<file path="config.mk">
export PLATFORM = sky130hd
export DESIGN_NAME = muldiv_unit_iterative_flat
export DESIGN_NICKNAME = d
export VERILOG_FILES = /design/src/rtl/muldiv_unit_iterative_if.sv /design/src/rtl/muldiv_unit_iterative.sv /design/src/flat_wrapper.sv
export SDC_FILE = /design/constraint.sdc
export NUM_CORES = 1
export LEC_CHECK = 0
export CAP_MARGIN = 20
export CORE_MARGIN = 2
export CORE_UTILIZATION = 52
export CTS_CLUSTER_DIAMETER = 200
export DETAILED_ROUTE_END_ITERATION = 8
export PLACE_DENSITY = 0.82
export SYNTH_ARGS = -nofsm -noshare
export SYNTH_HDL_FRONTEND = slang
export SYNTH_SLANG_ARGS = --single-unit
</file>
<file path="constraint.sdc">
create_clock -name clock -period 8.7 [get_ports clock]
set_input_delay 0.87 -clock clock [delete_from_list [all_inputs] [get_ports clock]]
set_output_delay 0.87 -clock clock [all_outputs]
set_load 0.05 [all_outputs]
</file>
<file path="src/rtl/muldiv_unit_iterative_if.sv">
// muldiv_unit_iterative_if: request/result bus of the iterative M-extension unit
//   master drives valid_i/funct3/rs1_data/rs2_data/flush/ready_i,
//   slave drives ready_o/valid_result/result.
interface muldiv_unit_iterative_if #(parameter int DATA_WIDTH = 32);
  logic                  valid_i;
  logic [2:0]            funct3;
  logic [DATA_WIDTH-1:0] rs1_data;
  logic [DATA_WIDTH-1:0] rs2_data;
  logic                  flush;
  logic                  ready_i;
  logic                  ready_o;
  logic                  valid_result;
  logic [DATA_WIDTH-1:0] result;
  modport master (output valid_i, funct3, rs1_data, rs2_data, flush, ready_i,
                  input  ready_o, valid_result, result);
  modport slave  (input  valid_i, funct3, rs1_data, rs2_data, flush, ready_i,
                  output ready_o, valid_result, result);
endinterface

</file>
<file path="src/rtl/muldiv_unit_iterative.sv">
// muldiv_unit_iterative: iterative RV M-extension unit (MUL/MULH/MULHSU/MULHU, DIV/DIVU/REM/REMU)
//   clock, reset (async, active-high), scan (debug request, no effect on function),
//   bus.slave: valid_i/funct3/rs1_data/rs2_data/flush/ready_i in, ready_o/valid_result/result out.
module muldiv_unit_iterative #(
  parameter int DATA_WIDTH = 32,
  parameter int MUL_BITS   = 4,
  parameter int CORE       = 0
) (
  input logic                    clock,
  input logic                    reset,
  input logic                    scan,
  muldiv_unit_iterative_if.slave bus
);
  localparam int W  = DATA_WIDTH;
  localparam int CW = $clog2(W) + 1;
  localparam logic [CW-1:0] MUL_N = CW'(W / MUL_BITS);
  localparam logic [CW-1:0] DIV_N = CW'(W);
  typedef enum logic [1:0] {IDLE, ITER, FIX, DONE} state_t;
  state_t              state_q, state_d;
  logic [2:0]          op_q, op_d;
  logic                neg_q, neg_d;
  logic [W-1:0]        a_q, a_d, quo_q, quo_d, res_q, res_d;
  logic [W:0]          rem_q, rem_d;
  logic [2*W-1:0]      prod_q, prod_d;
  logic [CW-1:0]       cnt_q, cnt_d;
  logic [2:0]          f;
  logic                sa, sb, div0, ovf, neg_in;
  logic [W-1:0]        mag1, mag2, special_res, fix_res, quo_s, rem_s;
  logic [2*W-1:0]      prod_s, mul_next;
  logic [W+MUL_BITS-1:0] partial, mul_sum;
  logic [W:0]          shifted, diff;
  logic [CW-1:0]       last_cnt;
  logic                tie_unused;
  // Debug hooks stay on the port list; remainder bit W is always zero after a step.
  assign tie_unused = scan ^ rem_q[W] ^ (CORE != 0);
  assign f    = bus.funct3;
  // Operand sign only matters for MULH (both), MULHSU (rs1) and DIV/REM (both).
  assign sa   = bus.rs1_data[W-1] & (f == 3'd1 | f == 3'd2 | (f[2] & ~f[0]));
  assign sb   = bus.rs2_data[W-1] & (f == 3'd1 | (f[2] & ~f[0]));
  assign mag1 = sa ? -bus.rs1_data : bus.rs1_data;
  assign mag2 = sb ? -bus.rs2_data : bus.rs2_data;
  assign neg_in = (f[2] & f[1]) ? sa : sa ^ sb;
  assign div0 = bus.rs2_data == '0;
  assign ovf  = f[2] & ~f[0] & (bus.rs1_data == {1'b1, {(W-1){1'b0}}}) & (bus.rs2_data == '1);
  assign special_res = div0 ? (f[1] ? bus.rs1_data : '1) : (f[1] ? '0 : bus.rs1_data);
  // Multiply: add a*digit into the high half, then shift the whole accumulator right.
  assign partial  = {{MUL_BITS{1'b0}}, a_q} * {{W{1'b0}}, prod_q[MUL_BITS-1:0]};
  assign mul_sum  = {{MUL_BITS{1'b0}}, prod_q[2*W-1:W]} + partial;
  assign mul_next = {mul_sum, prod_q[W-1:MUL_BITS]};
  // Restoring divide: a_q holds the divisor, quo_q shifts the dividend out and quotient in.
  assign shifted  = {rem_q[W-1:0], quo_q[W-1]};
  assign diff     = shifted - {1'b0, a_q};
  assign last_cnt = (op_q[2] ? DIV_N : MUL_N) - CW'(1);
  assign prod_s   = neg_q ? -prod_q : prod_q;
  assign quo_s    = neg_q ? -quo_q : quo_q;
  assign rem_s    = neg_q ? -rem_q[W-1:0] : rem_q[W-1:0];
  assign fix_res  = op_q[2] ? (op_q[1] ? rem_s : quo_s)
                            : (op_q == 3'd0 ? prod_s[W-1:0] : prod_s[2*W-1:W]);
  always_comb begin
    state_d = state_q;
    op_d    = op_q;
    neg_d   = neg_q;
    a_d     = a_q;
    quo_d   = quo_q;
    rem_d   = rem_q;
    prod_d  = prod_q;
    cnt_d   = cnt_q;
    res_d   = res_q;
    case (state_q)
      IDLE: if (bus.valid_i && !bus.flush) begin
        op_d    = f;
        neg_d   = neg_in;
        a_d     = f[2] ? mag2 : mag1;
        prod_d  = {{W{1'b0}}, mag2};
        quo_d   = mag1;
        rem_d   = '0;
        cnt_d   = '0;
        state_d = (f[2] && (div0 || ovf)) ? DONE : ITER;
        res_d   = (f[2] && (div0 || ovf)) ? special_res : res_q;
      end
      ITER: begin
        cnt_d   = cnt_q + CW'(1);
        prod_d  = op_q[2] ? prod_q : mul_next;
        rem_d   = op_q[2] ? (diff[W] ? shifted : diff) : rem_q;
        quo_d   = op_q[2] ? {quo_q[W-2:0], ~diff[W]} : quo_q;
        state_d = (cnt_q == last_cnt) ? FIX : ITER;
      end
      FIX: begin
        res_d   = fix_res;
        state_d = DONE;
      end
      DONE: state_d = bus.ready_i ? IDLE : DONE;
      default: state_d = IDLE;
    endcase
    if (bus.flush && state_q != IDLE) begin
      state_d = IDLE;
      res_d   = res_q;
    end
  end
  always_ff @(posedge clock or posedge reset) begin
    if (reset) begin
      state_q <= IDLE;
      op_q    <= '0;
      neg_q   <= 1'b0;
      a_q     <= '0;
      quo_q   <= '0;
      rem_q   <= '0;
      prod_q  <= '0;
      cnt_q   <= '0;
      res_q   <= '0;
    end else begin
      state_q <= state_d;
      op_q    <= op_d;
      neg_q   <= neg_d;
      a_q     <= a_d;
      quo_q   <= quo_d;
      rem_q   <= rem_d;
      prod_q  <= prod_d;
      cnt_q   <= cnt_d;
      res_q   <= res_d;
    end
  end
  assign bus.ready_o      = state_q == IDLE;
  assign bus.valid_result = state_q == DONE;
  assign bus.result       = res_q;
endmodule

</file>
<file path="src/flat_wrapper.sv">
// flat-port wrapper written by rule: the top's interface ports become plain ports
module muldiv_unit_iterative_flat 
#(
  parameter int DATA_WIDTH = 32,
  parameter int MUL_BITS   = 4,
  parameter int CORE       = 0
)
  (clock, reset, scan, bus_valid_i, bus_funct3, bus_rs1_data, bus_rs2_data, bus_flush, bus_ready_i, bus_ready_o, bus_valid_result, bus_result);
  muldiv_unit_iterative_if #(.DATA_WIDTH(DATA_WIDTH)) bus_i ();
  input logic clock;
  input logic reset;
  input logic scan;
  input wire logic [$bits(bus_i.valid_i)-1:0] bus_valid_i;
  input wire logic [$bits(bus_i.funct3)-1:0] bus_funct3;
  input wire logic [$bits(bus_i.rs1_data)-1:0] bus_rs1_data;
  input wire logic [$bits(bus_i.rs2_data)-1:0] bus_rs2_data;
  input wire logic [$bits(bus_i.flush)-1:0] bus_flush;
  input wire logic [$bits(bus_i.ready_i)-1:0] bus_ready_i;
  output wire logic [$bits(bus_i.ready_o)-1:0] bus_ready_o;
  output wire logic [$bits(bus_i.valid_result)-1:0] bus_valid_result;
  output wire logic [$bits(bus_i.result)-1:0] bus_result;
  assign bus_i.valid_i = bus_valid_i;
  assign bus_i.funct3 = bus_funct3;
  assign bus_i.rs1_data = bus_rs1_data;
  assign bus_i.rs2_data = bus_rs2_data;
  assign bus_i.flush = bus_flush;
  assign bus_i.ready_i = bus_ready_i;
  assign bus_ready_o = bus_i.ready_o;
  assign bus_valid_result = bus_i.valid_result;
  assign bus_result = bus_i.result;
  muldiv_unit_iterative #(.DATA_WIDTH(DATA_WIDTH), .MUL_BITS(MUL_BITS), .CORE(CORE)) u_core (.clock(clock), .reset(reset), .scan(scan), .bus(bus_i));
endmodule
</file>
==> impl_metrics.py <==
metrics = {
    "clocking": {
        "cts_buffer_depth": 3,
        "cts_setup_buffers": 0,
        "cts_buffers": 26,
        "cts-resized-gates": 0,
        "clockRootBuffer": "clkbuf_16",
        "clock-sinks": 204,
        "clk_pin_slew_ns": 0.06,
        "hold_buffers": 0,
        "htreeDepth": 1,
        "tritoncts": "built",
        "clock_latency_ns": 0.57,
    },
    "die": {
        "ios": 107,
        "core_um2": 39500,
        "num_rows": 73,
        "die_height_um": 204,
        "fp.dieArea_um2": 41500,
        "initial_core_util": 0.524,
        "die_w_um": 204,
    },
    "critical_path": {
        "path_max_fanout": 31,
        "worstPathRequired_ns": 9.15,
        "slowest_stage": "fa_1",
        "crit_chain": "inv_1 > buf_4 > nor2_1 > fa_1 > fa_1 > inv_1 > fa_1 > inv_1 > ha_1 > a211oi_1 > nand2_1 > or2_0 > o2111ai_1 > o311ai_1 > nand4_1 > o2111ai_1 > o311a_1 > or3_1 > a32o_1",
        "endpoint_kind": "flop",
        "critPathLaunchType": "flop",
        "reg2regPathDepth": 19,
        "r2r_slack_ns": 2.99,
        "slowest_delay_ns": 0.55,
        "arrival_ns": 6.15,
        "crit_type": "flop to flop",
    },
    "drt": {
        "wirelength_um": 72900,
        "routed-wl-met3_um": 8090,
        "drt-met1-wl_um": 28900,
        "vias": 20200,
        "vias_per_cell": 6.31,
        "first_pass_iters": 6,
        "dr_wl_met2_um": 31800,
        "highest_layer": "met4",
        "wl_per_cell_um": 22.8,
        "drc_errors": 0,
        "drt-initial-drc-count": 2662,
        "antenna_left": 0,
    },
    "power": {
        "fin_total_pwr_mw": 10.4,
        "power_switching_mw": 5.51,
        "vdd_drop_max_uv": 314,
        "p_seq_frac": 0.183,
        "p_leak_nw": 10.2,
        "p_per_area_nw_per_um2": 450,
        "internal_power_mw": 4.85,
        "p_sw_frac": 0.532,
        "pwr-share-comb": 0.707,
        "clkPwrFrac": 0.110,
    },
    "sta": {
        "rsz0062_at_grt": "no",
        "setup_viol": 0,
        "worst_slew_pin_slew_ns": 1.16,
        "fin_crit_sh": 0.656,
        "hold_slack_ns": 0.487,
        "slew_viol_final": 0,
        "fmax_ghz": 0.175,
        "final_hold_viol_count": 0,
        "relSlewSlack": 0.225,
        "skew_ns": 0.0217,
        "setup_tns_ns": 0,
        "fin_ws_ns": 2.99,
        "layout_min_cycle_time_ns": 5.71,
    },
    "placed_design": {
        "dp_hpwl_um": 56200,
        "globalplace.congestion": 1.08,
        "portBuffers": 105,
        "post-place-ws_ns": 3.09,
        "place_inst": 3148,
        "postPlaceCellArea_um2": 22100,
    },
    "layout": {
        "final_nets": 2899,
        "layout-drive-gt1-share": 0.0461,
        "finalNonFillerCells": 3198,
        "syn_to_final_growth_pct": 11.0,
        "final_cell_area_um2": 23000,
        "final_util": 0.582,
    },
    "global_route": {
        "grt-ovfl-total": 0,
        "grt_use_total": 0.355,
        "grt_max_degree": 93,
        "grt_pass1_wl_um": 113000,
        "antenna_found_initial": 9,
        "grt_pass1_vias": 19300,
    },
    "yosys": {
        "synth-seq-cells": 204,
        "syn_area_per_cell_um2": 7.86,
        "ys_seq_area_frac": 0.246,
        "synth_flop_cell": "dfrtp_1",
        "synthTopCellsByCount": "nand2_1 (302), o21ai_0 (253), nor2_1 (244)",
        "synth_warnings": 0,
        "syn-cell-area_um2": 20700,
        "synth_fp_nets": 2887,
        "async_flop_share": 1.00,
        "synthesis.instances": 2639,
        "synth_area_leader_cell": "dfrtp_1",
        "ys_types": 90,
        "synth_edf_count": 0,
        "yosys.cell_count.top_type": "nand2_1",
        "synth_top_area_share": 0.246,
        "synth_area_leaders": "dfrtp_1 (25%), fa_1 (8.9%), xnor2_1 (6.5%)",
    },
    "status": {
        "status": "complete, no violations",
    },
    "flow_run": {
        "drv_cap": 0,
    },
    "min_path": {
        "hold_depth": 1,
        "hp-class": "flop to flop",
    },
}
critical path, delay by kind of cell (launching register included):
kind	cells	cell delay [ns]
fa+ha+maj	4	1.88
compound gates	6	1.72
simple gates	5	0.89
buf+inv	4	0.58
flops	1	0.49
placed cells by master, fill, tap and decap left out, types with 19 or more instances in the layout:
cell type / n
o21ai_1: 41
clkdlybuf4s50_1: 104
nand2b_1: 27
nor3_1: 36
xnor2_1: 155
maj3_1: 25
xor2_1: 72
a21oi_1: 177
ha_1: 83
clkbuf_16: 27
nand3_1: 36
o41ai_1: 22
and2_1: 41
or3_1: 19
o31ai_1: 38
fa_1: 92
mux2i_1: 44
nor2_1: 242
o21ai_0: 252
nand2_1: 301
a21o_1: 50
buf_4: 26
inv_1: 219
nand4_1: 27
dfrtp_1: 203
worst paths after layout:
check,from,endpoint
min in group asynchronous,reset,u_core.bus.result[18]
min,u_core.cnt_q[5],u_core.cnt_q[5]
max in group asynchronous,reset,u_core.neg_q
max,u_core.prod_q[1],u_core.prod_q[61]
min reg2reg,u_core.cnt_q[5],u_core.cnt_q[5]
max reg2reg,u_core.prod_q[1],u_core.prod_q[61]
state kept, by name, summed over array words and instances, names as in the netlist:
name               cells
u_core.bus.result     32
u_core.quo_q          32
u_core.op_q            3
u_core.neg_q           1
u_core.a_q            32
u_core.state_q         2
u_core.rem_q          32
u_core.cnt_q           6
u_core.prod_q         64
layout make-up:
class                   count  area [µm²]
repair buffers            131        1240
well taps                 525         657
multi-input cells        2067       14300
diodes                      3        7.51
clock buffers              36         769
fillers                  3536       16500
clock inverters            11         118
inverters                 221         837
flip-flops and latches    204        5110
cell families (layout without fill, tap and decap cells):
kind of cell               Yosys count  in the layout  share of synthesized area
and+or+nand+nor                    828            828                      0.188
AOI/OAI and AO/OA                  763            763                      0.227
buffers and inverters              368            399                     0.0674
xor gates and xnor gates           227            227                     0.0959
DFF                                204            204                      0.246
adders and majority gates          200            200                      0.151
muxes                               49             49                     0.0245
other                                0              3                          0
routing by layer:
metal	global-route usage	vias to the layer above
met5	0	-
met4	0.169	0
met3	0.0924	205
met2	0.539	1081
met1	0.470	9745
li1	-	9152
power by group through the flow:
stage / clock network [mW] / logic (mW) / registers, mW
CTS: 1.14 / 7.17 / 1.87
global placement: 0 / 6.89 / 1.86
detailed placement: 0 / 7.11 / 1.88
finish: 1.14 / 7.31 / 1.90
floorplan: 0 / 5.25 / 1.84
global route: 1.18 / 8.07 / 1.93
(Power assumes the default switching activity.)
